===== config.mk =====
export PLATFORM = sky130hd
export DESIGN_NAME = prog_loader
export DESIGN_NICKNAME = d
export VERILOG_FILES = /design/src/rtl/prog_loader.sv
export SDC_FILE = /design/constraint.sdc
export NUM_CORES = 1
export LEC_CHECK = 0
export ABC_AREA = 1
export BUFFER_PORTS_ARGS = -buffer_cell sky130_fd_sc_hd__buf_2
export CORE_UTILIZATION = 50
export DETAILED_ROUTE_END_ITERATION = 10
export PLACE_DENSITY = 0.74
export SLEW_MARGIN = 10
export SYNTH_ARGS = -nofsm -noshare
export SYNTH_HDL_FRONTEND = slang
export SYNTH_SLANG_ARGS = --single-unit

===== constraint.sdc =====
create_clock -name clk -period 1.5 [get_ports clk]
set_input_delay 0.3 -clock clk [delete_from_list [all_inputs] [get_ports clk]]
set_output_delay 0.3 -clock clk [all_outputs]
set_load 0.01 [all_outputs]

===== src/rtl/prog_loader.sv =====
// Streams a byte image from a valid/ready source into the CPU's program memory write port,
// then checks an additive checksum byte before letting the CPU run.
//
// state  | meaning
// IDLE   | waiting for start after reset
// LOAD   | ready for the next image byte
// WRITE  | one-cycle memory write strobe for the byte just accepted
// CHECK  | ready for the checksum byte
// DONE   | image verified, CPU released
// ERR    | checksum mismatch or source timeout, sticky until next start
module prog_loader #(
    parameter int AW      = 5,
    parameter int DW      = 8,
    parameter int DEPTH   = 32,
    parameter int TIMEOUT = 1000
) (
    input  logic          clk,
    input  logic          rst,
    input  logic          start,
    input  logic          in_valid,
    input  logic [DW-1:0] in_data,
    output logic          in_ready,
    output logic          ewr,
    output logic [AW-1:0] ead,
    output logic [DW-1:0] edat,
    output logic          cpu_run,
    output logic          busy,
    output logic          err
);

    localparam int              CW        = (TIMEOUT > 1) ? $clog2(TIMEOUT) : 1;
    localparam logic [AW-1:0]   LAST_ADDR = AW'(DEPTH - 1);
    localparam logic [CW-1:0]   IDLE_LOAD = CW'(TIMEOUT - 1);

    typedef enum logic [2:0] {
        S_IDLE,
        S_LOAD,
        S_WRITE,
        S_CHECK,
        S_DONE,
        S_ERR
    } state_t;

    state_t        state;
    state_t        state_nx;
    logic [AW-1:0] addr;
    logic [DW-1:0] sum;
    logic [CW-1:0] idle_left;
    logic          xfer;
    logic          timeout;
    logic          start_ok;

    assign in_ready = (state == S_LOAD) || (state == S_CHECK);
    assign ewr      = (state == S_WRITE);
    assign busy     = (state == S_LOAD) || (state == S_WRITE) || (state == S_CHECK);
    assign cpu_run  = (state == S_DONE);
    assign err      = (state == S_ERR);
    assign xfer     = in_valid & in_ready;
    // Idle timer runs down from TIMEOUT-1; a transfer on the terminal cycle still wins.
    assign timeout  = in_ready & ~in_valid & (idle_left == '0);
    assign start_ok = start & (state inside {S_IDLE, S_DONE, S_ERR});

    always_ff @(posedge clk or negedge rst) begin
        if (!rst) begin
            state <= S_IDLE;
        end else begin
            state <= state_nx;
        end
    end

    always_comb begin
        state_nx = state;
        case (state)
            S_IDLE, S_DONE, S_ERR: begin
                if (start_ok) state_nx = S_LOAD;
            end
            S_LOAD: begin
                if (xfer)         state_nx = S_WRITE;
                else if (timeout) state_nx = S_ERR;
            end
            S_WRITE: begin
                state_nx = (addr == LAST_ADDR) ? S_CHECK : S_LOAD;
            end
            S_CHECK: begin
                if (xfer)         state_nx = (in_data == sum) ? S_DONE : S_ERR;
                else if (timeout) state_nx = S_ERR;
            end
            default: state_nx = S_IDLE;
        endcase
    end

    always_ff @(posedge clk or negedge rst) begin
        if (!rst) begin
            addr      <= '0;
            sum       <= '0;
            idle_left <= '0;
            ead       <= '0;
            edat      <= '0;
        end else begin
            if (start_ok) begin
                addr      <= '0;
                sum       <= '0;
                idle_left <= IDLE_LOAD;
            end else if (xfer) begin
                idle_left <= IDLE_LOAD;
                if (state == S_LOAD) begin
                    ead  <= addr;
                    edat <= in_data;
                    sum  <= sum + in_data;
                end
            end else if (in_ready && (idle_left != '0)) begin
                idle_left <= idle_left - CW'(1);
            end
            // Address stops at the last location so the write port never wraps.
            if ((state == S_WRITE) && (addr != LAST_ADDR)) begin
                addr <= addr + AW'(1);
            end
        end
    end

endmodule


# Word-level counts from Yosys, hierarchy flattened
# Cells that the tools add are included.
# classes
addsub	3
n_eq_ne	9
muxes	15
bitwise	6
n_reduce_logical	16
# ops
operator	count
10-bit two-way mux	3
8-bit two-way mux	3
3-bit two-way mux	4
3-bit case mux with 4 select lines	1
10-bit zero test	1
5-bit two-way mux	2
10-bit nonzero test	1
10-bit by 1-bit subtractor with 10-bit output (second input constant)	1
8-bit adder	1
8-bit == test	1
3-bit by 2-bit == test with 1-bit output (second input constant)	2
3-bit == test (second input constant)	2
2-bit nonzero test	3
3-bit nonzero test	2
5-bit by 1-bit adder with 5-bit output (second input constant)	1
5-bit == test (second input constant)	1
5-bit inequality test (second input constant)	1
1-bit bitwise AND	4
3-bit by 1-bit == test with 1-bit output (second input constant)	1
3-bit zero test	1
1-bit logical OR	3
3-bit AND reduction	1
3-bit OR reduction	1
1-bit logical AND	2
5 further kinds	6
# word_totals
reg_bits	39
in_bits	12
output_inout_bits	18
elab_cells	55

# Depth between registers and ports, before layout
# Gate-level depths: netlist of run 1.
# logic_depth
word_depth	7
mapped_depth	10
depth_no_buf	10

# Worst setup path before layout of run 1
# No wires, ideal clock.
# synth_path
path_kind	register to register
startpoint	register sum[0]
endpoint	register sum[4]
arrival_time_ns	1.350
slack_ns	0.067
path_stages_with_launch	8
period_less_slack_ns	1.433
cell_sequence	dfrtp_1 -> ha_1 -> fa_1 -> nand2_1 -> nand3_1 -> nand2_1 -> nand2_1 -> o21ai_0
# synth_via
elab_chain_cells	4
# synth_lines
element	line	rtl
from (decl)	47	logic [DW-1:0] sum;
from (signal assigned)	109	sum <= sum + in_data;
8-bit adder	109	
8-bit two-way mux	106	if (state == S_LOAD) begin
8-bit two-way mux	104	end else if (xfer) begin
8-bit two-way mux	100	if (start_ok) begin
# Every way passes these cells. The select of a mux whose other input is x is not followed.
# A chain may end at the register's enable or synchronous reset.

# Worst setup path in the final report of run 1
# layout_path
startpoint	register state[2]
endpoint	output ewr
# layout_via
elab_chain_cells	1
# layout_lines
element	line	rtl
from (decl)	44	state_t state;
from (signal assigned)	67	state <= state_nx;
3-bit by 2-bit == test with 1-bit output	54	assign ewr = (state == S_WRITE);
to (decl)	23	output logic ewr,
# Every way passes these cells.

==> flow_results.org, run 1 <==
** Floorplanning
- The die covers 4810 um^2.
- Floorplan die width :: between 60 and 70 um
- Die height :: just under 70 um
- For this design the top-level I/O count stands at 30.
- Core Area :: 4354 um^2
- The initial utilization of the core area, before any placement, comes to 0.5210.
- The initialized floorplan defines 24 standard-cell rows.

** Setup path
- In this design, the stage delay of the slowest critical-path cell is 440 ps.
- The worst register-to-register path ends at addr[3].
- Category of the critical setup timing path :: reg2out
- At the worst endpoint, the required time is roughly 1200 ps.
- CP endpoint :: ewr
- The worst setup path is captured at an output pin.
- Along the worst path, the maximum fanout reaches 4.
- The startpoint identified for the worst register-to-register timing path is addr[0].
- The worst setup path is launched from a flip-flop.
- Critical Path Slowest Stage Cell :: dfrtp_1
- Walking the worst path, the cells encountered are inv_2 -> nand2_2 -> nor2_4 -> buf_2.
- Crit path from :: state[2]
- Endpoint arrival time on the critical path :: 1160 ps
- For the worst flop-to-flop path, the logic depth is 10.
- Internal reg-to-reg setup slack :: 40 ps

** STA
- Headroom to the max-slew limit :: 0.6728
- Max Fclk :: a little under 700 MHz
- Setup total negative slack on the finished layout was measured at 0 ps.
- Tmin final :: approximately 1500 ps
- Number of max-slew violations in the final report :: 0
- PnR worst setup slack :: between 30 and 40 ps
- Hold violation count in the final report :: 0
- Part of the cycle the worst path needs :: 0.9761
- Setup repair after global routing missed its margin :: true
- Layout Skew :: 5.871 ps
- Setup violations remaining at the end of the flow were counted as 0.
- Worst Tran Pin Value :: between 400 and 500 ps

** Placed design
- Prior to clock tree synthesis, the placed netlist has a worst setup slack of -106.5 ps.
- Detailed placement ended at an HPWL of 3399 um.
- Number of I/O port buffers :: 29
- Once placement completed, the tool counted placed cells totaling 402.
- Area of placed instances :: 2581 um^2
- The congestion estimate from routability-driven global placement came to just over 0.9.

** Clocking
- The H-tree was split into 2 levels.
- The clock passes through at most 2 buffers.
- Clock-pin slew was measured on the worst setup and hold paths at 80 ps.
- At the later pin of the worst-skew pair, clock insertion delay measures around 300 ps.
- TritonCTS created 5 clock buffers.
- TritonCTS clock tree :: yes
- Clock tree root buffer cell :: clkbuf_8
- Sinks on the clock net :: 39

** Run
- Number of max-cap violations :: 0

** Logic synthesis
- After synthesis, the netlist uses 25 different library cells.
- Of the synthesized area, sequential elements account for 0.4302.
- Synthesis handed over a netlist of 309 instances.
- The mapped netlist covers 2268 um^2.
- Synthesized area per cell :: 7.341 um^2
- Count of state elements after synthesis :: 39
- The Yosys step of the flow raised 0 warnings.
- Post-synthesis net count :: 333

** Layout
- Number of nets in the final layout :: roughly 400
- The library cell used most frequently in the layout, excluding fill and tap cells, is nand2_1.
- Ant. Diodes :: 0
- In the final layout, the share of cells above drive strength 1 is 0.2957.
- Number of filler cells placed in the layout :: 361
- For this run, the number of standard cells in the final layout without fillers is approximately 420.
- Leaving out fill and tap cells, the most frequent cells in the layout are nand2_1, dfrtp_1, inv_1.
- From synthesis to final layout, the design area changed by 29.45%.
- Area of all placed cells without fillers :: 2937 um^2

** Global routing
- The first global-routing pass estimated about 8400 um of wire.
- Number of antenna violations at the first check in global routing :: 0
- Global router's overall resource usage :: 0.2193
- Vias in the first global route :: 1893
- Maximum number of pins on one net before global-route repair :: 40
- Overflow left after global routing :: 0

** Worst hold path
- The worst hold path belongs to the class in2async.

** Route
- After detailed routing, the average wire length per cell comes to 12.02 um.
- Dividing the detail-routed via count by the number of cells gives 5.017.
- First-pass detailed-route iteration total :: 4
- DRC :: 0
- Once detail routing completed, the nets flagged for antenna violations numbered 0.
- In this run, the number of DRC markers left after iteration 0 of detailed routing was 126.
- The detailed router placed 2127 vias in this run.
- For this block, the routed nets add up to between 5000 and 6000 um of wire.

** Pwr
- Worst IR drop on VDD :: roughly 1.1 mV
- For this design the ratio of total power to cell area is 1960 nW/um^2.
- Total power for the finished layout comes to between 5 and 6 mW.
- Pleak :: 1.598 nW

** Status
- Result of the run :: finished clean
-- critical path: cells and delay by family (launching register included) --
kind | cells | cell delay, ps
flip-flops | 1 | 440
buffers and inverters | 2 | 230
AND/OR/NAND/NOR | 2 | 200
-- report_power, final --
part | total (mW) | switching (mW) | internal [mW]
clock | 0.916 | 0.412 | 0.504
combinational | 3.15 | 1.75 | 1.40
sequential | 1.69 | 0.271 | 1.42
-- routing by layer --
layer | part of all wire | wire length (um) | up-vias | track usage
li1 | - | - | 1110 | -
met1 | 0.48 | 2469 | 962 | 0.2978
met2 | 0.45 | 2315 | 44 | 0.3430
met3 | 0.040 | 203 | 11 | 0.04360
met4 | 0.022 | 110 | 0 | 0.09070
met5 | 0 | 0 | - | 0
-- layout make-up --
cell class                 count  area (um^2)  share of cell area
multi-input combinational    222         1215              0.4137
sequential                    39        978.4              0.3332
timing repair buffer          60        395.4              0.1346
inverter                      43        166.4             0.05667
clock buffer                   5        68.82             0.02343
tap                           52        65.06             0.02216
clock inverter                 3        47.55             0.01619
-- registers in the layout, indices dropped and copies added, names as in the netlist --
signal / count
state: 3
sum: 8
ead: 5
addr: 5
idle_left: 10
edat: 8
-- cells in the mapped netlist --
| cell type | instances | share of area |
|---|---|---|
| a21oi_1 | 4 | 0.0088 |
| a22o_1 | 2 | 0.0077 |
| buf_2 | 4 | 0.0088 |
| clkbuf_2 | 1 | 0.0022 |
| dfrtp_1 | 39 | 0.43 |
| fa_1 | 1 | 0.0088 |
| ha_1 | 11 | 0.061 |
| inv_1 | 40 | 0.066 |
| inv_2 | 3 | 0.0050 |
| nand2_1 | 108 | 0.18 |
| nand2_2 | 2 | 0.0055 |
| nand3_1 | 32 | 0.071 |
| nand3b_1 | 1 | 0.0033 |
| nand4_1 | 8 | 0.022 |
| nor2_1 | 23 | 0.038 |
| nor2_2 | 2 | 0.0055 |
| nor2_4 | 1 | 0.0050 |
| nor3_1 | 3 | 0.0066 |
| nor3_4 | 1 | 0.0072 |
| o21ai_0 | 17 | 0.038 |
| o21ai_1 | 1 | 0.0022 |
| o21ba_2 | 1 | 0.0044 |
| o31ai_1 | 1 | 0.0033 |
| xnor2_1 | 2 | 0.0077 |
| xor2_1 | 1 | 0.0039 |
-- worst min-delay path by stage --
stage / startpoint / slack [ps] / cells after the start / to
2_1_floorplan: rst / 4 / 0 / addr[0]
3_3_place_gp: rst / 380 / 2 / idle_left[9]
3_5_place_dp: rst / 380 / 2 / idle_left[8]
4_1_cts: rst / 50 / 2 / sum[6]
5_1_grt: rst / 80 / 2 / sum[4]
6_report: rst / 40 / 2 / idle_left[6]
-- cell families (layout without fill, tap and decap cells) --
group | count (synthesis) | after routing | synth area share
buffers and inverters | 48 | 111 | 0.08218
DFF | 39 | 39 | 0.4302
xor gates and xnor gates | 3 | 3 | 0.01159
AOI/OAI and AO/OA | 26 | 26 | 0.06398
and+or+nand+nor | 181 | 181 | 0.3425
adders and majority gates | 12 | 12 | 0.06950
-- timing repair --
item                       CTS  global route
hold buffers                 0             0
buffers inserted             4            10
setup endpoints to repair    6            24
pin swaps                    5             8
resized for setup           10            40
-- through the flow --
step / hold WS [ps] / util
floorplan: 4.409 / -
global placement: 381.1 / 0.5928
detailed placement: 384.5 / 0.5928
CTS: 51.76 / 0.6305
global route: 82.94 / 0.6744
finish: 38.65 / 0.6744
(Power assumes the default switching activity.)
==> inputs of run 2 (changes only) <==
==> constraint.sdc (replaced) <==
create_clock -name clk -period 1.5 [get_ports clk]
set_input_delay 0 -clock clk [delete_from_list [all_inputs] [get_ports clk]]
set_output_delay 0 -clock clk [all_outputs]
set_load 0.01 [all_outputs]
==> run 2 against run 1 <==
Net effect: the flow now finishes with violations (setup timing); clock-buffer cell count did not move; critical path depth increased by 7; combinational power shrank 4%; sequential share of layout area is 1.4 points lower; core utilization increased by 2.9 points; register-to-register slack got worse by 70 ps; flip-flop and latch count is the same; hold slack got worse by 2.3 ps; clock skew rose by 2.1 ps; via count is 4.2% higher; sequential power grew 2%.
==> flow_results.org, run 2 (synthesis gave the netlist of run 1 again) <==
** STA
- Static timing analysis puts the maximum clock frequency at around 650 MHz.
- Worst Tran Pin Value :: 502.7 ps
- Setup repair after global routing could not meet its margin everywhere.
- Setup slack on the critical path of the routed design comes to -33.43 ps.
- For the final database, setup skew stands at 7.953 ps.
- The count of final max-slew check failures is 0.
- The final count of hold timing violations was 0.
- Setup violations remaining at the end of the flow were counted as 2.
- Dividing the final minimum period by the clock period gives 1.022.
- The smallest clock period supported by the final layout is computed as 1533 ps.
- In the final timing run, aggregate negative setup slack is -51.58 ps.
- The worst pin sits at a relative slew slack of 0.6648.

** Setup path
- Crit path from :: addr[0]
- The worst register-to-register path has a depth of 11.
- Endpoint arrival time on the critical path :: 1750 ps
- The worst setup path is captured at a flip-flop.
- The startpoint identified for the worst register-to-register timing path is addr[0].
- Internal reg-to-reg setup slack :: -30 ps
- Endpoint of the worst register-to-register path :: addr[2]
- CP endpoint :: addr[2]
- Startpoint type of the worst setup path :: flip-flop
- Top fanout value on the critical path :: 4
- Category of the critical setup timing path :: reg2reg
- Required time reported for the critical path endpoint :: 1710 ps

** Placed design
- Detailed placement HPWL :: 3597 um
- Dpl ws :: -90.81 ps
- The count of buffers added on input and output ports is 29.
- In this run, placement finished with an instance count of 400.
- Routability-driven placement finished with a final weighted congestion of 0.9032.
- Area of placed instances :: ~2600 um^2

** Pwr
- Of the total power, registers draw 0.297.
- Power after layout :: 5.815 mW
- The worst-case IR drop observed on VDD is 1.066 mV.
- Power Dens Cells :: 1899 nW/um^2
- Power dissipated by switching net loads :: 2.432 mW
- Cell internal power was estimated by the tool at 3.383 mW.
- Clock share of power :: 0.184
- The share of total power dissipated in combinational logic is 0.519.
- Of the total power, the share spent switching nets is 0.4182.
- Pleak :: 1.632 nW

** Clocking
- Deepest level of the CTS H-tree :: 2
- Max Root-Sink Buffers :: 2
- CTS buffer count :: 5
- The tree is rooted in a clkbuf_8.
- Clock latency reported for the late side of the worst-skew pair :: 300 ps
- TritonCTS built the clock tree.
- Clock transition at path regs :: 80 ps
- Sinks on the clock net :: 39

** Layout
- Largest regs :: idle_left x10, edat x8, sum x8
- Biggest register :: idle_left
- Most frequent cells in the layout :: nand2_1, inv_1, dfrtp_1
- 0 antenna diodes ended up in the layout.
- Commonest non-fill, non-tap cell in the layout :: nand2_1
- Area of all placed cells without fillers :: 3063 um^2
- Fraction of layout instances using a drive strength above 1 :: 0.2812
- Synthesis-to-layout area growth :: 35.02%
- Max FFs per register :: 10
- After the flow finishes, the layout carries non-filler instances totaling 429.
- Number of filler cells placed in the layout :: 341
- The net count of the finished layout is 400.

** Status
- Result of the run :: finished with violations
- The checks that failed: setup timing.

** Route
- Wire per inst :: about 13 um
- Dividing the detail-routed via count by the number of cells gives 5.166.
- Count of vias placed by the detailed router :: 2216
- First-pass detailed-route iteration total :: 4
- Wirelength, routed :: 5505 um
- In this run, the number of DRC markers left after iteration 0 of detailed routing was 181.
- Post-route antenna net violation count :: 0
- DRC :: 0

** Global routing
- Maximum number of pins on one net before global-route repair :: 40
- The first global-routing pass estimated 8963 um of wire.
- The via count of the first global-routing pass was around 2000.
- Number of antenna violations at the first check in global routing :: 0
- In the global route stage, overall resource usage came out at 0.2330.
- Global routing finished with a remaining overflow of 0.

** Floorplanning
- Initial cell density of the core :: 0.5210
- Core Area :: 4354 um^2
- The floorplan step set the die width to 69.36 um.
- 30 I/O pins were placed.
- After floorplanning, the core was divided into 24 placement rows.
- Die height :: 69.36 um
- Floorplan die area :: 4810 um^2

** Worst hold path
- Hold Path Class :: in2reg

** Run
- The tool flagged a number of max-cap violations equal to 0.
==> run 2: through the flow <==
stage | hold WS [ps] | util
final | 36.32 | 0.7034
after CTS | 45.34 | 0.6546
after global routing | 46.70 | 0.7034
after detailed placement | 90.73 | 0.5894
after floorplan | -295.6 | -
after global placement | 87.29 | 0.5894
==> run 2: routing by layer <==
layer | GRT usage | up-vias | share of wire
met5 | 0 | - | 0
met3 | 0.04651 | 7 | 0.038
met4 | 0.08844 | 0 | 0.013
met2 | 0.3819 | 51 | 0.48
li1 | - | 1119 | -
met1 | 0.3045 | 1039 | 0.47
==> run 2: critical path: stages, from the launching register on <==
cell and delay, ps:
dfrtp_1 370, ha_2 200, nand2_2 70, nor2_2 120, ha_2 200, inv_2 50, nand2_4 80, inv_4 50
nor2_4 90, buf_4 120, nand2_2 50, o31ai_2 60
==> run 2: power by group through the flow <==
stage	clock, mW	combinational, mW	sequential (mW)
after CTS	1.08	2.66	1.67
after floorplan	0	1.67	1.70
after global routing	1.13	3.37	1.78
final	1.07	3.02	1.73
after global placement	0	2.50	1.68
after detailed placement	0	2.56	1.69
==> run 2: worst min path at each step <==
stage | startpoint | endpoint | slack, ps | cells after the start
final | in_valid | state[1] | 40 | 3
after global routing | in_valid | state[1] | 50 | 3
after CTS | in_valid | state[1] | 50 | 3
after detailed placement | rst | idle_left[8] | 90 | 2
after global placement | rst | idle_left[9] | 90 | 2
after floorplan | rst | addr[0] | -300 | 0
==> run 2: layout make-up <==
| type | count | area (um^2) | share of cell area |
|---|---|---|---|
| sequential | 39 | 978.4 | 0.3194 |
| inverter | 43 | 168.9 | 0.05515 |
| timing repair buffer | 65 | 447.9 | 0.1462 |
| tap | 52 | 65.06 | 0.02124 |
| multi-input combinational | 222 | 1266 | 0.4134 |
| clock inverter | 3 | 67.56 | 0.02206 |
| clock buffer | 5 | 68.82 | 0.02247 |
==> run 2: repair_timing <==
| action | 4_1_cts | 5_1_grt |
|---|---|---|
| gates cloned | 0 | 0 |
| hold buffers | 10 | 0 |
| resized for setup | 9 | 45 |
| pin swaps | 5 | 8 |
| setup endpoints to repair | 3 | 19 |
| buffers inserted | 5 | 6 |
| endpoints found under the hold margin | 48 | 0 |
